`src/rtl/mm_pkg.sv`:
```
// Shared types and size helpers for the matrix-multiply sequencer.
package mm_pkg;

    localparam int DEF_DIM_LOG    = 1;
    localparam int DEF_DATA_WIDTH = 32;

    typedef enum logic [2:0] {
        S_IDLE   = 3'd0,
        S_LOAD_A = 3'd1,
        S_LOAD_B = 3'd2,
        S_CALC   = 3'd3,
        S_DRAIN  = 3'd4,
        S_OUT_RD = 3'd5,
        S_OUT_WR = 3'd6
    } state_t;

    // Number of elements in a DIM x DIM matrix.
    function automatic int mm_size(input int dim_log);
        return 1 << (2 * dim_log);
    endfunction

    // Address width of one matrix BRAM.
    function automatic int mm_size_log(input int dim_log);
        return 2 * dim_log;
    endfunction

endpackage

```
`src/rtl/mm_sequencer_if.sv`:
```
// Stream handshake bundle between the sequencer and its AXI-Stream neighbours.
interface mm_sequencer_if;
    logic s00_axis_tvalid;
    logic s00_axis_tlast;
    logic s00_axis_tready;
    logic m00_axis_tvalid;
    logic m00_axis_tlast;
    logic m00_axis_tready;

    // Environment side: feeds the input stream, consumes the output stream.
    modport master (
        output s00_axis_tvalid, s00_axis_tlast, m00_axis_tready,
        input  s00_axis_tready, m00_axis_tvalid, m00_axis_tlast
    );

    // Sequencer side.
    modport slave (
        input  s00_axis_tvalid, s00_axis_tlast, m00_axis_tready,
        output s00_axis_tready, m00_axis_tvalid, m00_axis_tlast
    );
endinterface

```
`src/rtl/mm_calc_agen.sv`:
```
// Nested i/j/k counters for the multiply phase and the A/B/R addresses they imply.
module mm_calc_agen
    import mm_pkg::*;
#(
    parameter  int DIM_LOG  = DEF_DIM_LOG,
    localparam int SIZE_LOG = mm_size_log(DIM_LOG)
) (
    input  logic                clk,
    input  logic                rst_n,
    input  logic                step,
    input  logic                clear,
    output logic [SIZE_LOG-1:0] addr_A,
    output logic [SIZE_LOG-1:0] addr_B,
    output logic [SIZE_LOG-1:0] addr_R,
    output logic                first_k,
    output logic                last_k,
    output logic                last_all
);

    logic [DIM_LOG-1:0] i, j, k;

    // k is innermost; counters wrap to zero naturally after the last (i,j,k).
    always_ff @(posedge clk or negedge rst_n) begin
        if (!rst_n) begin
            i <= '0;
            j <= '0;
            k <= '0;
        end else if (clear) begin
            i <= '0;
            j <= '0;
            k <= '0;
        end else if (step) begin
            k <= k + 1'b1;
            if (&k) begin
                j <= j + 1'b1;
                if (&j) i <= i + 1'b1;
            end
        end
    end

    // Row-major: A[i][k], B[k][j], R[i][j].
    assign addr_A   = {i, k};
    assign addr_B   = {k, j};
    assign addr_R   = {i, j};
    assign first_k  = (k == '0);
    assign last_k   = &k;
    assign last_all = &{i, j, k};

endmodule

```
`src/rtl/mm_sequencer.sv`:
```
// Control sequencer for a BRAM-based matrix multiplier: loads A and B from a
// stream, walks the i/j/k product schedule, then streams R back out.
module mm_sequencer
    import mm_pkg::*;
#(
    parameter  int DIM_LOG    = DEF_DIM_LOG,
    parameter  int DATA_WIDTH = DEF_DATA_WIDTH,
    localparam int DIM        = 2 ** DIM_LOG,
    localparam int SIZE       = DIM * DIM,
    localparam int SIZE_LOG   = mm_size_log(DIM_LOG)
) (
    input  logic                s00_axi_aclk,
    input  logic                s00_axi_aresetn,
    input  logic                start,
    mm_sequencer_if.slave       axis,
    output logic                en_A,
    output logic                we_A,
    output logic                en_B,
    output logic                we_B,
    output logic                en_R,
    output logic                we_R,
    output logic [SIZE_LOG-1:0] addr_A,
    output logic [SIZE_LOG-1:0] addr_B,
    output logic [SIZE_LOG-1:0] addr_R,
    output logic                mac_clear,
    output logic                mac_en,
    output logic                busy,
    output logic                done,
    output logic                err_tlast
);

    // Element width only sizes the external BRAM/MAC datapath.
    if (DATA_WIDTH < 1) begin : g_bad_width
        $error("mm_sequencer: DATA_WIDTH must be positive");
    end

    localparam logic [SIZE_LOG-1:0] LAST_IDX = SIZE_LOG'(SIZE - 1);

    state_t              state;
    logic [SIZE_LOG-1:0] load_cnt;
    logic [SIZE_LOG-1:0] out_addr;
    logic                drain_cnt;
    logic                beat;
    logic                last_beat;
    logic                issue;

    logic [SIZE_LOG-1:0] ag_addr_a, ag_addr_b, ag_addr_r;
    logic                first_k, last_k, last_all;

    // R write pipe: stage 0 = BRAM read in flight, stage 1 = MAC result ready.
    logic [1:0]          rwr_pipe;
    logic [SIZE_LOG-1:0] raddr_pipe [2];

    assign axis.s00_axis_tready = (state == S_LOAD_A) || (state == S_LOAD_B);
    assign beat      = axis.s00_axis_tvalid && axis.s00_axis_tready;
    assign last_beat = (load_cnt == LAST_IDX);
    assign issue     = (state == S_CALC);

    mm_calc_agen #(.DIM_LOG(DIM_LOG)) u_agen (
        .clk      (s00_axi_aclk),
        .rst_n    (s00_axi_aresetn),
        .step     (issue),
        .clear    ((state == S_IDLE) && start),
        .addr_A   (ag_addr_a),
        .addr_B   (ag_addr_b),
        .addr_R   (ag_addr_r),
        .first_k  (first_k),
        .last_k   (last_k),
        .last_all (last_all)
    );

    // Main FSM: phase sequencing, load/output counters, status flags.
    always_ff @(posedge s00_axi_aclk or negedge s00_axi_aresetn) begin
        if (!s00_axi_aresetn) begin
            state     <= S_IDLE;
            load_cnt  <= '0;
            out_addr  <= '0;
            drain_cnt <= 1'b0;
            done      <= 1'b0;
            err_tlast <= 1'b0;
        end else begin
            done <= 1'b0;
            case (state)
                S_IDLE: begin
                    if (start) begin
                        state     <= S_LOAD_A;
                        load_cnt  <= '0;
                        out_addr  <= '0;
                        drain_cnt <= 1'b0;
                        err_tlast <= 1'b0;
                    end
                end
                S_LOAD_A, S_LOAD_B: begin
                    if (beat) begin
                        load_cnt <= load_cnt + SIZE_LOG'(1);
                        // Misplaced tlast is only flagged; the beat count rules.
                        if (axis.s00_axis_tlast != last_beat) err_tlast <= 1'b1;
                        if (last_beat) state <= (state == S_LOAD_A) ? S_LOAD_B : S_CALC;
                    end
                end
                S_CALC: begin
                    if (last_all) begin
                        state     <= S_DRAIN;
                        drain_cnt <= 1'b0;
                    end
                end
                S_DRAIN: begin
                    // Two cycles lets the last MAC result land in R.
                    if (drain_cnt) begin
                        state    <= S_OUT_RD;
                        out_addr <= '0;
                    end else begin
                        drain_cnt <= 1'b1;
                    end
                end
                S_OUT_RD: state <= S_OUT_WR;
                S_OUT_WR: begin
                    if (axis.m00_axis_tready) begin
                        if (out_addr == LAST_IDX) begin
                            state <= S_IDLE;
                            done  <= 1'b1;
                        end else begin
                            out_addr <= out_addr + SIZE_LOG'(1);
                            state    <= S_OUT_RD;
                        end
                    end
                end
                default: state <= S_IDLE;
            endcase
        end
    end

    // Align MAC strobes and R writes with the one-cycle BRAM read and registered MAC.
    always_ff @(posedge s00_axi_aclk or negedge s00_axi_aresetn) begin
        if (!s00_axi_aresetn) begin
            mac_en        <= 1'b0;
            mac_clear     <= 1'b0;
            rwr_pipe      <= '0;
            raddr_pipe[0] <= '0;
            raddr_pipe[1] <= '0;
        end else begin
            mac_en        <= issue;
            mac_clear     <= issue && first_k;
            rwr_pipe      <= {rwr_pipe[0], issue && last_k};
            raddr_pipe[0] <= ag_addr_r;
            raddr_pipe[1] <= raddr_pipe[0];
        end
    end

    // BRAM port steering per phase; the R write pipe only fires in CALC/DRAIN.
    always_comb begin
        en_A   = 1'b0;
        we_A   = 1'b0;
        addr_A = '0;
        en_B   = 1'b0;
        we_B   = 1'b0;
        addr_B = '0;
        en_R   = 1'b0;
        we_R   = 1'b0;
        addr_R = '0;
        case (state)
            S_LOAD_A: begin
                en_A   = beat;
                we_A   = beat;
                addr_A = load_cnt;
            end
            S_LOAD_B: begin
                en_B   = beat;
                we_B   = beat;
                addr_B = load_cnt;
            end
            S_CALC: begin
                en_A   = 1'b1;
                en_B   = 1'b1;
                addr_A = ag_addr_a;
                addr_B = ag_addr_b;
            end
            S_OUT_RD: begin
                en_R   = 1'b1;
                addr_R = out_addr;
            end
            S_OUT_WR: addr_R = out_addr;
            default: ;
        endcase
        if (rwr_pipe[1]) begin
            en_R   = 1'b1;
            we_R   = 1'b1;
            addr_R = raddr_pipe[1];
        end
    end

    assign axis.m00_axis_tvalid = (state == S_OUT_WR);
    assign axis.m00_axis_tlast  = (state == S_OUT_WR) && (out_addr == LAST_IDX);
    assign busy                 = (state != S_IDLE);

endmodule

```
`src/flat_wrapper.sv`:
```
// flat-port wrapper written by rule: the top's interface ports become plain ports
module mm_sequencer_flat import mm_pkg::*;
#(
    parameter  int DIM_LOG    = DEF_DIM_LOG,
    parameter  int DATA_WIDTH = DEF_DATA_WIDTH,
    localparam int DIM        = 2 ** DIM_LOG,
    localparam int SIZE       = DIM * DIM,
    localparam int SIZE_LOG   = mm_size_log(DIM_LOG)
)
  (s00_axi_aclk, s00_axi_aresetn, start, en_A, we_A, en_B, we_B, en_R, we_R, addr_A, addr_B, addr_R, mac_clear, mac_en, busy, done, err_tlast, axis_s00_axis_tvalid, axis_s00_axis_tlast, axis_m00_axis_tready, axis_s00_axis_tready, axis_m00_axis_tvalid, axis_m00_axis_tlast);
  mm_sequencer_if axis_i ();
  input  logic s00_axi_aclk;
  input  logic s00_axi_aresetn;
  input  logic start;
  output logic en_A;
  output logic we_A;
  output logic en_B;
  output logic we_B;
  output logic en_R;
  output logic we_R;
  output logic [SIZE_LOG-1:0] addr_A;
  output logic [SIZE_LOG-1:0] addr_B;
  output logic [SIZE_LOG-1:0] addr_R;
  output logic mac_clear;
  output logic mac_en;
  output logic busy;
  output logic done;
  output logic err_tlast;
  input wire logic [$bits(axis_i.s00_axis_tvalid)-1:0] axis_s00_axis_tvalid;
  input wire logic [$bits(axis_i.s00_axis_tlast)-1:0] axis_s00_axis_tlast;
  input wire logic [$bits(axis_i.m00_axis_tready)-1:0] axis_m00_axis_tready;
  output wire logic [$bits(axis_i.s00_axis_tready)-1:0] axis_s00_axis_tready;
  output wire logic [$bits(axis_i.m00_axis_tvalid)-1:0] axis_m00_axis_tvalid;
  output wire logic [$bits(axis_i.m00_axis_tlast)-1:0] axis_m00_axis_tlast;
  assign axis_i.s00_axis_tvalid = axis_s00_axis_tvalid;
  assign axis_i.s00_axis_tlast = axis_s00_axis_tlast;
  assign axis_i.m00_axis_tready = axis_m00_axis_tready;
  assign axis_s00_axis_tready = axis_i.s00_axis_tready;
  assign axis_m00_axis_tvalid = axis_i.m00_axis_tvalid;
  assign axis_m00_axis_tlast = axis_i.m00_axis_tlast;
  mm_sequencer #(.DIM_LOG(DIM_LOG), .DATA_WIDTH(DATA_WIDTH)) u_core (.s00_axi_aclk(s00_axi_aclk), .s00_axi_aresetn(s00_axi_aresetn), .start(start), .axis(axis_i), .en_A(en_A), .we_A(we_A), .en_B(en_B), .we_B(we_B), .en_R(en_R), .we_R(we_R), .addr_A(addr_A), .addr_B(addr_B), .addr_R(addr_R), .mac_clear(mac_clear), .mac_en(mac_en), .busy(busy), .done(done), .err_tlast(err_tlast));
endmodule
```
`config.mk`:
```
export PLATFORM = sky130hd
export DESIGN_NAME = mm_sequencer_flat
export DESIGN_NICKNAME = d
export VERILOG_FILES = /design/src/rtl/mm_pkg.sv /design/src/rtl/mm_sequencer_if.sv /design/src/rtl/mm_calc_agen.sv /design/src/rtl/mm_sequencer.sv /design/src/flat_wrapper.sv
export SDC_FILE = /design/constraint.sdc
export NUM_CORES = 1
export LEC_CHECK = 0
export BUFFER_PORTS_ARGS = -buffer_cell sky130_fd_sc_hd__buf_4
export CORE_AREA = 4 4 50 52
export CTS_BUF_LIST = sky130_fd_sc_hd__clkbuf_4
export CTS_CLUSTER_SIZE = 28
export DETAILED_ROUTE_END_ITERATION = 10
export DIE_AREA = 0 0 54 56
export GPL_ROUTABILITY_DRIVEN = 0
export PLACE_DENSITY = 0.81
export SKIP_LAST_GASP = 1
export SYNTH_ARGS = -nofsm -noshare
export SYNTH_HDL_FRONTEND = slang
export SYNTH_SLANG_ARGS = --single-unit
```
`constraint.sdc`:
```
create_clock -name s00_axi_aclk -period 2.55 [get_ports s00_axi_aclk]
set_input_delay 0.51 -clock s00_axi_aclk [delete_from_list [all_inputs] [get_ports s00_axi_aclk]]
set_output_delay 0.51 -clock s00_axi_aclk [all_outputs]
set_load 0.02 [all_outputs]
```
==> impl_metrics.env, run 1 <==
export IMPL_max_freq_mhz=438
export IMPL_clk_latency_ps=310
export IMPL_drc=0
export IMPL_clock_sinks=21
export IMPL_port_buffers=25
export IMPL_finalCritPeriodShare_pct=89.6
export IMPL_die_area_mm2=0.00302
export IMPL_worstPathArrival_ps=1770
export IMPL_cp_end_kind="output pin"
export IMPL_synth_area_leaders="dfrtp_1, nor2_1, mux2i_1, nand2_1, o21ai_1"
export IMPL_async_flop_share_pct=100
export IMPL_fin_crit_ps=2280
export IMPL_tritoncts="built"
export IMPL_synth_top_family_by_area="simple AND/OR/NAND/NOR gates"
export IMPL_hp_class="in -> async"
export IMPL_drt_wl_total_mm=2.57
export IMPL_n_fill_cell=193
export IMPL_yosysWarnings=0
export IMPL_clk_pin_slew_ps=120
export IMPL_met3_length_um=131
export IMPL_top_layer_used="met4"
export IMPL_ant_nets=0
export IMPL_drt_iter0_drc=22
export IMPL_max_slew_worst_pin_slew_ps=733
export IMPL_cts_resized=0
export IMPL_die_x_um=54
export IMPL_cts_root_buffer="clkbuf_4"
export IMPL_synth_cell_type_count=35
export IMPL_synth_xor_area_share_pct=2.30
export IMPL_fin_util_pct=64.9
export IMPL_clk_path_buf_depth=2
export IMPL_fp_row_count=17
export IMPL_finClkSkew_ps=2.45
export IMPL_antenna_found_initial=0
export IMPL_dp_hpwl_mm=1.92
export IMPL_grt_max_degree=27
export IMPL_rsz0062_at_grt="no"
export IMPL_netlist_top_cells_count="nor2_1, dfrtp_1, nand2_1, o21ai_1"
export IMPL_synth_cell_area_mm2=0.00114
export IMPL_syn_nets=138
export IMPL_diodes=0
export IMPL_tns_ps=0
export IMPL_initial_utilization_pct=54.3
export IMPL_syn_inst=130
export IMPL_avgSynthCellArea_um2=8.80
export IMPL_cts_buffers_inserted=3
export IMPL_synth_seq_cells=21
export IMPL_synth_seq_area_share_pct=46.0
export IMPL_synth_most_common_cell="nor2_1"
export IMPL_ys_flop_type="dfrtp_1"
export IMPL_drive_gt1_share_pct=23.4
export IMPL_p_leak_nw=0.681
export IMPL_netlist_area_leader_share_pct=46.0
export IMPL_h_tree_depth=1
export IMPL_grt_pass1_vias=962
export IMPL_synth_compound_area_share_pct=14.1
export IMPL_status="completed"
export IMPL_vdd_drop_max_mv=0.668
export IMPL_place_area_mm2=0.00134
export IMPL_yosys_area_share_adder_pct=2.19
export IMPL_hold_viol_final=0
export IMPL_via_per_inst=5.61
export IMPL_cp_start_kind="register"
export IMPL_vias=1021
export IMPL_synth_edf_count=0
export IMPL_synth_simple_gate_area_share_pct=24.5
export IMPL_fin_nets=163
export IMPL_synth_area_mux_share_pct=6.24
export IMPL_slew_limit_headroom_pct=51.1
export IMPL_die_y_um=56
export IMPL_cts_setup_buffers=0
export IMPL_wl_per_cell_um=14.1
export IMPL_cp_required_ps=2040
export IMPL_grt_pass1_wl_mm=4.47
export IMPL_areaGrowthSynthToFinish_pct=19.5
export IMPL_max_cap_violations=0
export IMPL_stdcell_area_mm2=0.00137
export IMPL_crit_path_max_fanout=26
export IMPL_finalSetupViolCount=0
export IMPL_dr_wl_met2_mm=1.26
export IMPL_hold_buffers=0
export IMPL_core_area_mm2=0.00211
export IMPL_crit_type="reg -> out"
export IMPL_pwr_density_cell_mw_per_mm2=1200
export IMPL_wl_met1_mm=1.09
export IMPL_grt_overflow=0
export IMPL_grt_util_all_layers_pct=20.0
export IMPL_dr_pass1_iters=4
export IMPL_io_pins=26
export IMPL_yosysTopAreaCell="dfrtp_1"
export IMPL_slew_violations=0
[stage by stage]
step	setup WS, ps	std cells	hold WS, ps	total power, mW
5_1_grt	149	182	60.2	1.78
4_1_cts	295	182	61.7	1.65
3_3_place_gp	680	178	333	1.45
3_5_place_dp	675	178	336	1.48
2_1_floorplan	695	130	214	1.20
6_report	266	182	57.1	1.64
[sequential cells by signal, summed over array words and instances (netlist names)]
signal and count:
u_core.u_agen.last_k 1, u_core.drain_cnt 1, u_core.done 1, u_core.mac_en 1, u_core.out_addr 2, u_core.state 3
u_core.mac_clear 1, u_core.err_tlast 1, u_core.u_agen.j 1, u_core.raddr_pipe 4, u_core.rwr_pipe 2, u_core.u_agen.i 1
u_core.load_cnt 2
[cell families after synthesis]
family	after synthesis
simple gates	60
flops	21
xor+xnor	3
compound gates	27
fa+ha+maj	2
buf+inv	10
mux	7
[cell type report]
class / instances / area [um^2] / area share, %
inverters: 3 / 11.3 / 0.824
well taps: 28 / 35.0 / 2.56
clock buffers: 3 / 22.5 / 1.65
multi-input cells: 99 / 564 / 41.3
flip-flops and latches: 21 / 526 / 38.5
clock inverters: 1 / 5.00 / 0.366
repair buffers: 27 / 203 / 14.8
[per-layer routing]
| metal | up-vias | GRT usage, % |
|---|---|---|
| li1 | 484 | - |
| met1 | 492 | 25.8 |
| met2 | 36 | 31.0 |
| met3 | 9 | 3.22 |
| met4 | 0 | 11.0 |
| met5 | - | 0 |
[worst max-delay path: stages, from the launching register on]
cell and delay, ps:
dfrtp_1 830, nor2b_1 290, and2_1 190, buf_4 150
[path summary, 6_finish.rpt]
kind                                           start              endpoint  slack [ps]  cells after the start
worst min register to register  u_core.raddr_pipe[2]  u_core.raddr_pipe[0]         360                      0
worst min-delay path                 s00_axi_aresetn    u_core.out_addr[0]          60                      1
worst max-delay path                 u_core.state[2]  axis_m00_axis_tvalid         270                      3
max in group asynchronous            s00_axi_aresetn    u_core.load_cnt[0]        2280                      1
min in group s00_axi_aclk       u_core.raddr_pipe[2]  u_core.raddr_pipe[0]         360                      0
worst max register to register       u_core.state[2]    u_core.out_addr[0]         610                      5
[cell usage in the layout, fill, tap and decap left out, drive strengths merged, types with 3 or more instances in the layout]
cell type,n
a21oi,7
and2,3
buf,27
clkbuf,3
dfrtp,21
inv,3
mux2i,6
nand2,16
nand2b,4
nor2,23
nor2b,5
o21ai,13
[report_power, final]
part / internal, mW / switching, mW
Combinational: 0.383 / 0.521
Clock: 0.0587 / 0.103
Sequential: 0.433 / 0.143
Power figures use the tool's default switching activity.
==> inputs of run 2 (changes only) <==
- CORE_AREA: 4 4 50 52 -> 4 4 51 53
- DIE_AREA: 0 0 54 56 -> 0 0 55 57
- PLACE_DENSITY: 0.81 -> 0.83
- SYNTH_HIERARCHICAL: not set -> 1
==> impl_metrics.env, run 2 <==
export IMPL_io_pins=26
export IMPL_vias=995
export IMPL_max_slew_worst_pin_slew_ps=422
export IMPL_cts_setup_buffers=0
export IMPL_cp_start_kind="register"
export IMPL_final_common_cell="buf_4"
export IMPL_cts_resized=0
export IMPL_wl_per_cell_um=14.2
export IMPL_hp_class="in -> async"
export IMPL_core_area_mm2=0.00215
export IMPL_finalCritPeriodShare_pct=82.0
export IMPL_slew_violations=0
export IMPL_dp_cells=176
export IMPL_largest_reg_flops=4
export IMPL_port_buffers=25
export IMPL_pwr_density_cell_mw_per_mm2=1150
export IMPL_fp_row_count=17
export IMPL_cp_startpoint="u_core/state[0]"
export IMPL_synth_seq_cells=21
export IMPL_vdd_drop_max_mv=0.695
export IMPL_clk_path_buf_depth=2
export IMPL_rsz0062_at_grt="no"
export IMPL_rr_startpoint="u_core/state[0]"
export IMPL_top_regs="u_core/raddr_pipe (4), u_core/state (3)"
export IMPL_clk_pin_slew_ps=120
export IMPL_cts_root_buffer="clkbuf_4"
export IMPL_synth_area_leaders="dfrtp_1, a21oi_1, mux2i_1, nand2b_1, o21ai_0"
export IMPL_die_area_mm2=0.00314
export IMPL_drt_wl_total_mm=2.56
export IMPL_yosysWarnings=6
export IMPL_async_flop_share_pct=100
export IMPL_avgSynthCellArea_um2=9.37
export IMPL_stdcell_area_mm2=0.00143
export IMPL_die_y_um=57
export IMPL_drive_gt1_share_pct=27.0
export IMPL_grt_util_all_layers_pct=17.5
export IMPL_hold_viol_final=0
export IMPL_syn_nets=140
export IMPL_crit_type="reg -> out"
export IMPL_synth_cell_area_mm2=0.00124
export IMPL_max_cap_violations=0
export IMPL_cp_end_kind="output pin"
export IMPL_drc=0
export IMPL_netlist_top_cells_count="dfrtp_1, a21oi_1, nor2_1, o21ai_0, nand2b_1"
export IMPL_power_total_mw=1.65
export IMPL_syn_inst=132
export IMPL_dr_pass1_iters=4
export IMPL_place_area_mm2=0.00140
export IMPL_clock_sinks=21
export IMPL_finalSetupViolCount=0
export IMPL_via_per_inst=5.53
export IMPL_synth_cell_type_count=41
export IMPL_tritoncts="built"
export IMPL_status="completed"
export IMPL_cp_required_ps=2040
export IMPL_drt_iter0_drc=22
export IMPL_dp_hpwl_mm=1.88
export IMPL_ant_nets=0
export IMPL_max_freq_mhz=478
export IMPL_hold_ws_ps=66.2
export IMPL_synth_most_common_cell="dfrtp_1"
export IMPL_grt_max_degree=24
export IMPL_final_cell_mix="buf_4, dfrtp_1, nor2_1, a21oi_1, o21ai_0"
export IMPL_h_tree_depth=1
export IMPL_n_fill_cell=183
export IMPL_cts_buffers_inserted=3
export IMPL_place_ws_ps=682
export IMPL_ys_flop_type="dfrtp_1"
export IMPL_seq_area_um2=526
export IMPL_yosysTopAreaCell="dfrtp_1"
export IMPL_worstPathArrival_ps=1580
export IMPL_rr_worst_depth=5
export IMPL_rrSetupSlack_ps=660
export IMPL_die_x_um=55
export IMPL_final_setup_worst_slack_ps=459
export IMPL_crit_path_max_fanout=23
export IMPL_fin_util_pct=66.6
export IMPL_slew_limit_headroom_pct=71.8
export IMPL_grt_overflow=0
export IMPL_largest_register="u_core/raddr_pipe"
export IMPL_areaGrowthSynthToFinish_pct=15.7
export IMPL_grt_pass1_vias=922
export IMPL_finClkSkew_ps=1.55
export IMPL_tns_ps=0
export IMPL_synth_edf_count=0
export IMPL_fin_nets=161
export IMPL_antenna_found_initial=0
export IMPL_fin_cells=180
export IMPL_grt_pass1_wl_mm=4.07
export IMPL_clk_latency_ps=300
export IMPL_multi_input_area_um2=611
export IMPL_diodes=0
export IMPL_r2r_end="u_core/u_agen/i"
export IMPL_initial_utilization_pct=57.6
export IMPL_p_leak_nw=0.693
export IMPL_netlist_area_leader_share_pct=42.5
export IMPL_fin_crit_ps=2090
export IMPL_synth_seq_area_share_pct=42.5
export IMPL_hold_buffers=0
-- run 2: report_power, final --
part	switching, mW	total (mW)	internal (mW)
Sequential	0.103	0.550	0.447
Clock	0.102	0.160	0.0584
Combinational	0.536	0.943	0.406
Total	0.742	1.65	0.911
-- run 2: routing by layer --
metal  up-vias  wire length, um  global-route usage (%)
met1       460             1110                    23.3
met4         0               53                    7.64
li1        495                -                       -
met3         6              177                    3.39
met2        34             1220                    27.2
met5         -                0                       0
-- run 2: cells by family after synthesis --
kind of cell	Yosys count	share of synthesized area, %
mux	6	5.26
compound gates	32	16.8
buf+inv	17	8.19
xor+xnor	3	2.12
fa+ha+maj	2	2.02
simple gates	51	23.2
flops	21	42.5
-- run 2: cell type report --
cell class / count / share of cell area, %
Multi-Input combinational cell: 94 / 42.7
Sequential cell: 21 / 36.7
Inverter: 4 / 1.05
Timing Repair Buffer: 29 / 15.2
Clock buffer: 3 / 1.57
Tap cell: 28 / 2.45
Clock inverter: 1 / 0.350
-- run 2: critical path, stage by stage, from the launching register on --
cell and delay [ps]:
dfrtp_1 440, buf_4 260, or2b_1 300, nor2_1 130, buf_4 150
-- run 2: worst max-delay path by stage --
| stage | end | slack, ps | depth (start not counted) |
|---|---|---|---|
| 6_report | addr_A[1] | 460 | 4 |
| 5_1_grt | en_A | 360 | 4 |
| 4_1_cts | addr_A[1] | 460 | 4 |
| 3_5_place_dp | u_core/u_agen/i | 680 | 5 |
| 3_3_place_gp | u_core/u_agen/i | 770 | 5 |
| 2_1_floorplan | addr_R[0] | 650 | 4 |
